--- src/rtl/ov7670_pkg.sv ---
// Shared definitions for the OV7670 register-init sequencer: ROM markers,
// FSM state encoding and ROM word field helpers.
package ov7670_pkg;

  localparam logic [15:0] DELAY_MARKER = 16'hFFF0;
  localparam logic [15:0] END_MARKER   = 16'hFFFF;

  typedef enum logic [3:0] {
    ST_IDLE,
    ST_FETCH,
    ST_WAIT_ROM,
    ST_DECODE,
    ST_SEND,
    ST_WAIT_DONE,
    ST_DELAY,
    ST_DONE,
    ST_ERROR
  } state_e;

  function automatic logic [7:0] rom_reg(input logic [15:0] word);
    return word[15:8];
  endfunction

  function automatic logic [7:0] rom_val(input logic [15:0] word);
    return word[7:0];
  endfunction

endpackage

--- src/rtl/ov7670_delay_timer.sv ---
// Settle-delay timer: load arms a countdown of DELAY_CYCLES cycles; expire is
// high during the last cycle of the countdown.
module ov7670_delay_timer #(
  parameter int unsigned DELAY_CYCLES = 250000
) (
  input  logic clk,
  input  logic rst,
  input  logic load,
  output logic expire
);

  localparam int unsigned CW = $clog2(DELAY_CYCLES + 1);

  logic [CW-1:0] cnt_q, cnt_d;

  always_comb begin
    cnt_d = cnt_q;
    if (load) begin
      cnt_d = CW'(DELAY_CYCLES);
    end else if (cnt_q != '0) begin
      cnt_d = cnt_q - 1'b1;
    end
  end

  always_ff @(posedge clk or posedge rst) begin
    if (rst) begin
      cnt_q <= '0;
    end else begin
      cnt_q <= cnt_d;
    end
  end

  // Counter holds DELAY_CYCLES in the first waiting cycle, so reaching 1 marks the last one.
  assign expire = (cnt_q == CW'(1));

endmodule

--- src/rtl/ov7670_config_ctrl.sv ---
// Walks the OV7670 init ROM and pushes each {reg, val} pair to the SCCB
// write master, honouring settle-delay and end-of-table markers and retrying NACKs.
module ov7670_config_ctrl
  import ov7670_pkg::*;
#(
  parameter int unsigned DELAY_CYCLES = 250000,
  parameter int unsigned MAX_RETRY    = 3,
  parameter int unsigned ADDR_W       = 8
) (
  input  logic              clk,
  input  logic              rst,
  input  logic              start,
  output logic [ADDR_W-1:0] rom_addr,
  input  logic [15:0]       rom_data,
  output logic              sccb_req,
  input  logic              sccb_ready,
  output logic [7:0]        sccb_reg,
  output logic [7:0]        sccb_val,
  input  logic              sccb_done,
  input  logic              sccb_nack,
  output logic              busy,
  output logic              config_done,
  output logic              config_err
);

  localparam int unsigned RW = (MAX_RETRY > 0) ? $clog2(MAX_RETRY + 1) : 1;

  state_e            state_q, state_d;
  logic [ADDR_W-1:0] addr_q, addr_d;
  logic [RW-1:0]     retry_q, retry_d;
  logic [7:0]        reg_q, reg_d;
  logic [7:0]        val_q, val_d;
  logic              busy_q, busy_d;
  logic              done_q, done_d;
  logic              err_q, err_d;
  logic              armed_q;
  logic              dly_load, dly_expire, advance;

  ov7670_delay_timer #(
    .DELAY_CYCLES(DELAY_CYCLES)
  ) u_delay_timer (
    .clk   (clk),
    .rst   (rst),
    .load  (dly_load),
    .expire(dly_expire)
  );

  always_comb begin
    state_d  = state_q;
    addr_d   = addr_q;
    retry_d  = retry_q;
    reg_d    = reg_q;
    val_d    = val_q;
    busy_d   = busy_q;
    done_d   = done_q;
    err_d    = err_q;
    dly_load = 1'b0;
    advance  = 1'b0;

    case (state_q)
      // armed_q masks a start coinciding with the first edge after reset release.
      ST_IDLE, ST_DONE, ST_ERROR: begin
        if (start && armed_q) begin
          done_d  = 1'b0;
          err_d   = 1'b0;
          addr_d  = '0;
          busy_d  = 1'b1;
          state_d = ST_FETCH;
        end
      end
      ST_FETCH:    state_d = ST_WAIT_ROM;
      ST_WAIT_ROM: state_d = ST_DECODE;
      ST_DECODE: begin
        if (rom_data == END_MARKER) begin
          done_d  = 1'b1;
          busy_d  = 1'b0;
          state_d = ST_DONE;
        end else if (rom_data == DELAY_MARKER) begin
          dly_load = 1'b1;
          state_d  = ST_DELAY;
        end else begin
          reg_d   = rom_reg(rom_data);
          val_d   = rom_val(rom_data);
          retry_d = '0;
          state_d = ST_SEND;
        end
      end
      ST_SEND: begin
        if (sccb_ready) state_d = ST_WAIT_DONE;
      end
      ST_WAIT_DONE: begin
        if (sccb_done) begin
          if (!sccb_nack) begin
            advance = 1'b1;
          end else if (retry_q < RW'(MAX_RETRY)) begin
            retry_d = retry_q + 1'b1;
            state_d = ST_SEND;
          end else begin
            err_d   = 1'b1;
            busy_d  = 1'b0;
            state_d = ST_ERROR;
          end
        end
      end
      ST_DELAY: begin
        if (dly_expire) advance = 1'b1;
      end
      default: state_d = ST_IDLE;
    endcase

    // The last ROM address finishing without an end marker terminates the table.
    if (advance) begin
      if (addr_q == '1) begin
        done_d  = 1'b1;
        busy_d  = 1'b0;
        state_d = ST_DONE;
      end else begin
        addr_d  = addr_q + 1'b1;
        state_d = ST_FETCH;
      end
    end
  end

  always_ff @(posedge clk or posedge rst) begin
    if (rst) begin
      state_q <= ST_IDLE;
      addr_q  <= '0;
      retry_q <= '0;
      reg_q   <= '0;
      val_q   <= '0;
      busy_q  <= 1'b0;
      done_q  <= 1'b0;
      err_q   <= 1'b0;
      armed_q <= 1'b0;
    end else begin
      state_q <= state_d;
      addr_q  <= addr_d;
      retry_q <= retry_d;
      reg_q   <= reg_d;
      val_q   <= val_d;
      busy_q  <= busy_d;
      done_q  <= done_d;
      err_q   <= err_d;
      armed_q <= 1'b1;
    end
  end

  assign rom_addr    = addr_q;
  assign sccb_req    = (state_q == ST_SEND);
  assign sccb_reg    = reg_q;
  assign sccb_val    = val_q;
  assign busy        = busy_q;
  assign config_done = done_q;
  assign config_err  = err_q;

endmodule

--- config.mk ---
export PLATFORM = sky130hd
export DESIGN_NAME = ov7670_config_ctrl
export DESIGN_NICKNAME = d
export VERILOG_FILES = /design/src/rtl/ov7670_pkg.sv /design/src/rtl/ov7670_delay_timer.sv /design/src/rtl/ov7670_config_ctrl.sv
export SDC_FILE = /design/constraint.sdc
export NUM_CORES = 1
export LEC_CHECK = 0
export CAP_MARGIN = 0
export CORE_MARGIN = 2
export CORE_UTILIZATION = 40
export DETAILED_ROUTE_END_ITERATION = 6
export GPL_TIMING_DRIVEN = 0
export PLACE_DENSITY = 0.7
export SETUP_SLACK_MARGIN = 0.05
export SYNTH_ARGS = -nofsm -noshare
export SYNTH_HDL_FRONTEND = slang
export SYNTH_SLANG_ARGS = --single-unit
--- constraint.sdc ---
create_clock -name clk -period 2.1 [get_ports clk]
set_clock_uncertainty 0.2 [all_clocks]
set_input_delay 0.42 -clock clk [delete_from_list [all_inputs] [get_ports clk]]
set_output_delay 0.42 -clock clk [all_outputs]
set_load 0.02 [all_outputs]
==> summary.txt <==
Die
  – # rows: 30
  – Initial Util: 41.36%
  – Io pins: 50
  – DIE HEIGHT: 87.82 um
  – Die extent in x: 87.82 um
  – Die area: 0.007712 sq mm
  – Core Area: 0.006794 sq mm

Synthesis
  – Primary FF master, synth: dfrtp_1
  – Post-synth ARST share: 100.0%
  – Yosys top cell area share: 46.30%
  – Seq/Total Area, Yosys: 46.30%
  – EDFF count, synth: 0
  – Post-synthesis mux area share: 8.638%
  – Post-synthesis adder-cell area fraction: 2.226%
  – Synth Area in Simple Gates: 21.28%
  – Post-synth top area cell: dfrtp_1
  – Synth Area in Compound Gates: 14.56%
  – Post-synthesis xor/xnor area fraction: 3.428%
  – Synth Area per Inst: 10.29 sq um
  – Syn nets: 300
  – Yosys warns: 0
  – Post-Syn Instances: 273
  – Netlist Area Pre-Place: 0.002810 sq mm
  – Ranking of synthesized cells by area: dfrtp_1 (46%), mux2_2 (7.2%), nand2_1 (3.1%)
  – Synth unique cells: 57
  – Largest family of logic cells by synthesized area: simple AND/OR/NAND/NOR gates
  – Seq cells post-synth: 52

Cells and area
  – Number of flip-flops in the largest register: 18
  – Non-Filler Instances: 452
  – Area growth, synth to finish: 41.76%
  – Layout cell share with drive strength beyond 1: 29.49%
  – Fin nets: 382
  – Top reg by flops: u_delay_timer.cnt_q
  – Post-layout instance area: 0.003984 sq mm
  – Commonest cells after routing, fill and taps aside: dfrtp_1 (48), clkdlybuf4s50_1 (37), buf_4 (25)
  – ANT cells: 0
  – FILL cells: 566
  – Fin util: 58.64%
  – Commonest non-fill, non-tap cell in the layout: dfrtp_1

Clock tree
  – CTS Hold Bufs: 0
  – Root Buffer: clkbuf_8
  – H-tree levels: 2
  – Clk sink count: 52
  – Worst-Skew Late Latency: 0.31 ns
  – CTS Buffer Depth: 2
  – CTS tree: built
  – Register clock-pin slew on the reported worst setup and hold paths: 0.10 ns
  – CTS buffer count: 5

Timing
  – RSZ-0062 raised after global routing: true
  – Fin crit share: 106.9%
  – Fin. max-slew vios: 0
  – Worst Slack Setup Final: -0.1451 ns
  – Fmax: 445.4 MHz
  – Tightest Pin Transition: 0.6030 ns
  – Final setup TNS: -0.9536 ns
  – Setup violators final: 15
  – Number of hold violations in the final report: 0
  – Final period demand of the worst path: 2.245 ns
  – Slew headroom: 59.65%

Outcome
  – Status: finished with violations
  – Failing checks: setup timing

GRT
  – First-pass GRT wire length: 10720 um
  – Total GRT Usage: 17.71%
  – Pin count of the biggest net entering global routing: 36
  – Vias in the first global route: 2302
  – Initial antenna violation count: 0
  – Total gr overflow: 0

Drt
  – Detailed Routing Iterations Pass 1: 4
  – DRT iter0 DRCs: 78
  – Via-to-Cell Ratio: 5.347
  – Routed len/inst: 14.77 um
  – Total Wirelength: 6676 um
  – # DRC: 0
  – Routed Antenna Nets: 0
  – Vias: 2417

Power and ir drop
  – Tot Pwr: 4.086 mW
  – Leakage: 1.661 nW
  – Peak VDD IR: 0.7472 mV
  – Power Dens Cells: 1026 mW/mm^2

Setup path
  – CP max FO: 7
  – Reg2Reg Setup Slack: -0.15 ns
  – CP startpoint kind: flop
  – WP data arrival: 2.23 ns
  – Top cell by count, worst path: buf_6
  – Kind of critical path: reg2reg
  – Worst stage delay on the critical path: 0.54 ns
  – CP Cell Sequence: or4_4, buf_6, nor3_4, a31oi_4, buf_6, o311ai_4, o41ai_2
  – CP endpoint kind: flop
  – CP required: 2.08 ns
  – Slowest CP cell: or4_4

Placed design
  – Final Wtd Congestion: 0.8051
  – Placed Cells: 419
  – HPWL after DPL: 4488 um
  – I/O Buffers: 49
  – Post-DP Area: 0.003496 sq mm

Job
  – Max cap viols: 0

Hold path
  – HP Class: in2reg
-- synth_stat cells (4+ instances only) --
library cell and n:
mux2i_1 4, nand4_1 8, nand2_1 23, ha_1 5, a21oi_1 14, nor4_1 6
mux2_2 18, xor2_1 8, or3_1 7, dfrtp_1 52, nor3_1 7, inv_1 7
o21ai_0 12, clkbuf_1 6, nand3_1 13, nor2_1 13, o211ai_1 4
-- stage by stage --
stage          setup slack, ns  hold slack [ns]
2_1_floorplan          -0.1125           0.2783
3_3_place_gp           -0.8237           0.2740
3_5_place_dp           -0.5530           0.2926
4_1_cts                -0.1159           0.2196
5_1_grt                -0.2229           0.1766
6_report               -0.1451           0.1801
-- worst max-delay path: cells and delay by family (launching register included) --
kind | cells | cell delay (ns)
and+or+nand+nor | 2 | 0.74
AOI/OAI and AO/OA | 3 | 0.49
buffers and inverters | 2 | 0.31
DFF | 1 | 0.40
-- where the power goes --
group	internal, mW	switching [mW]	total [mW]
clock	0.233	0.350	0.583
sequential	1.30	0.221	1.52
combinational	1.04	0.941	1.99
-- kinds of logic (layout without fill, tap and decap cells) --
kind of cell,Yosys count,in the layout
AO/OA/AOI/OAI,58,58
XOR/XNOR,11,11
adder cells (fa/ha/maj),5,5
buffers and inverters,19,102
flip-flops,52,52
multiplexers,22,22
other,1,1
AND/OR/NAND/NOR,105,105
-- routing by layer --
| layer | wire length [um] | up-vias | global-route usage [%] |
|---|---|---|---|
| met5 | 0 | - | 0 |
| met4 | 63 | 0 | 5.035 |
| met3 | 399 | 4 | 5.278 |
| met2 | 3235 | 57 | 29.34 |
| met1 | 2978 | 1179 | 22.54 |
| li1 | - | 1177 | - |
-- layout make-up --
| cell class | count | area (sq um) | area share, % |
|---|---|---|---|
| flip-flops and latches | 52 | 1306 | 32.79 |
| plain buffers | 10 | 88.84 | 2.230 |
| repair buffers | 77 | 739.5 | 18.56 |
| multi-input cells | 202 | 1615 | 40.55 |
| well taps | 96 | 120.1 | 3.015 |
| inverters | 7 | 26.28 | 0.6595 |
| clock inverters | 3 | 18.77 | 0.4711 |
| clock buffers | 5 | 68.82 | 1.727 |
-- final timing paths --
check / from / end / depth (start not counted)
worst max-delay path: u_delay_timer.cnt_q[7] / rom_addr[5] / 7
max in group asynchronous: rst / state_q[3] / 3
min in group asynchronous: rst / u_delay_timer.cnt_q[4] / 2
worst min-delay path: rom_data[12] / sccb_reg[4] / 2
worst min register to register: config_err / config_err / 2
worst max register to register: u_delay_timer.cnt_q[7] / rom_addr[5] / 7
-- repair_timing --
item | in CTS | in global routing
endpoints found under the hold margin | 0 | 0
resized for setup | 32 | 40
gates cloned | 1 | 1
pin swaps | 15 | 17
endpoints found under the setup margin | 52 | 56
buffers inserted | 14 | 11
Note: power is estimated with default switching activity, not from simulation.
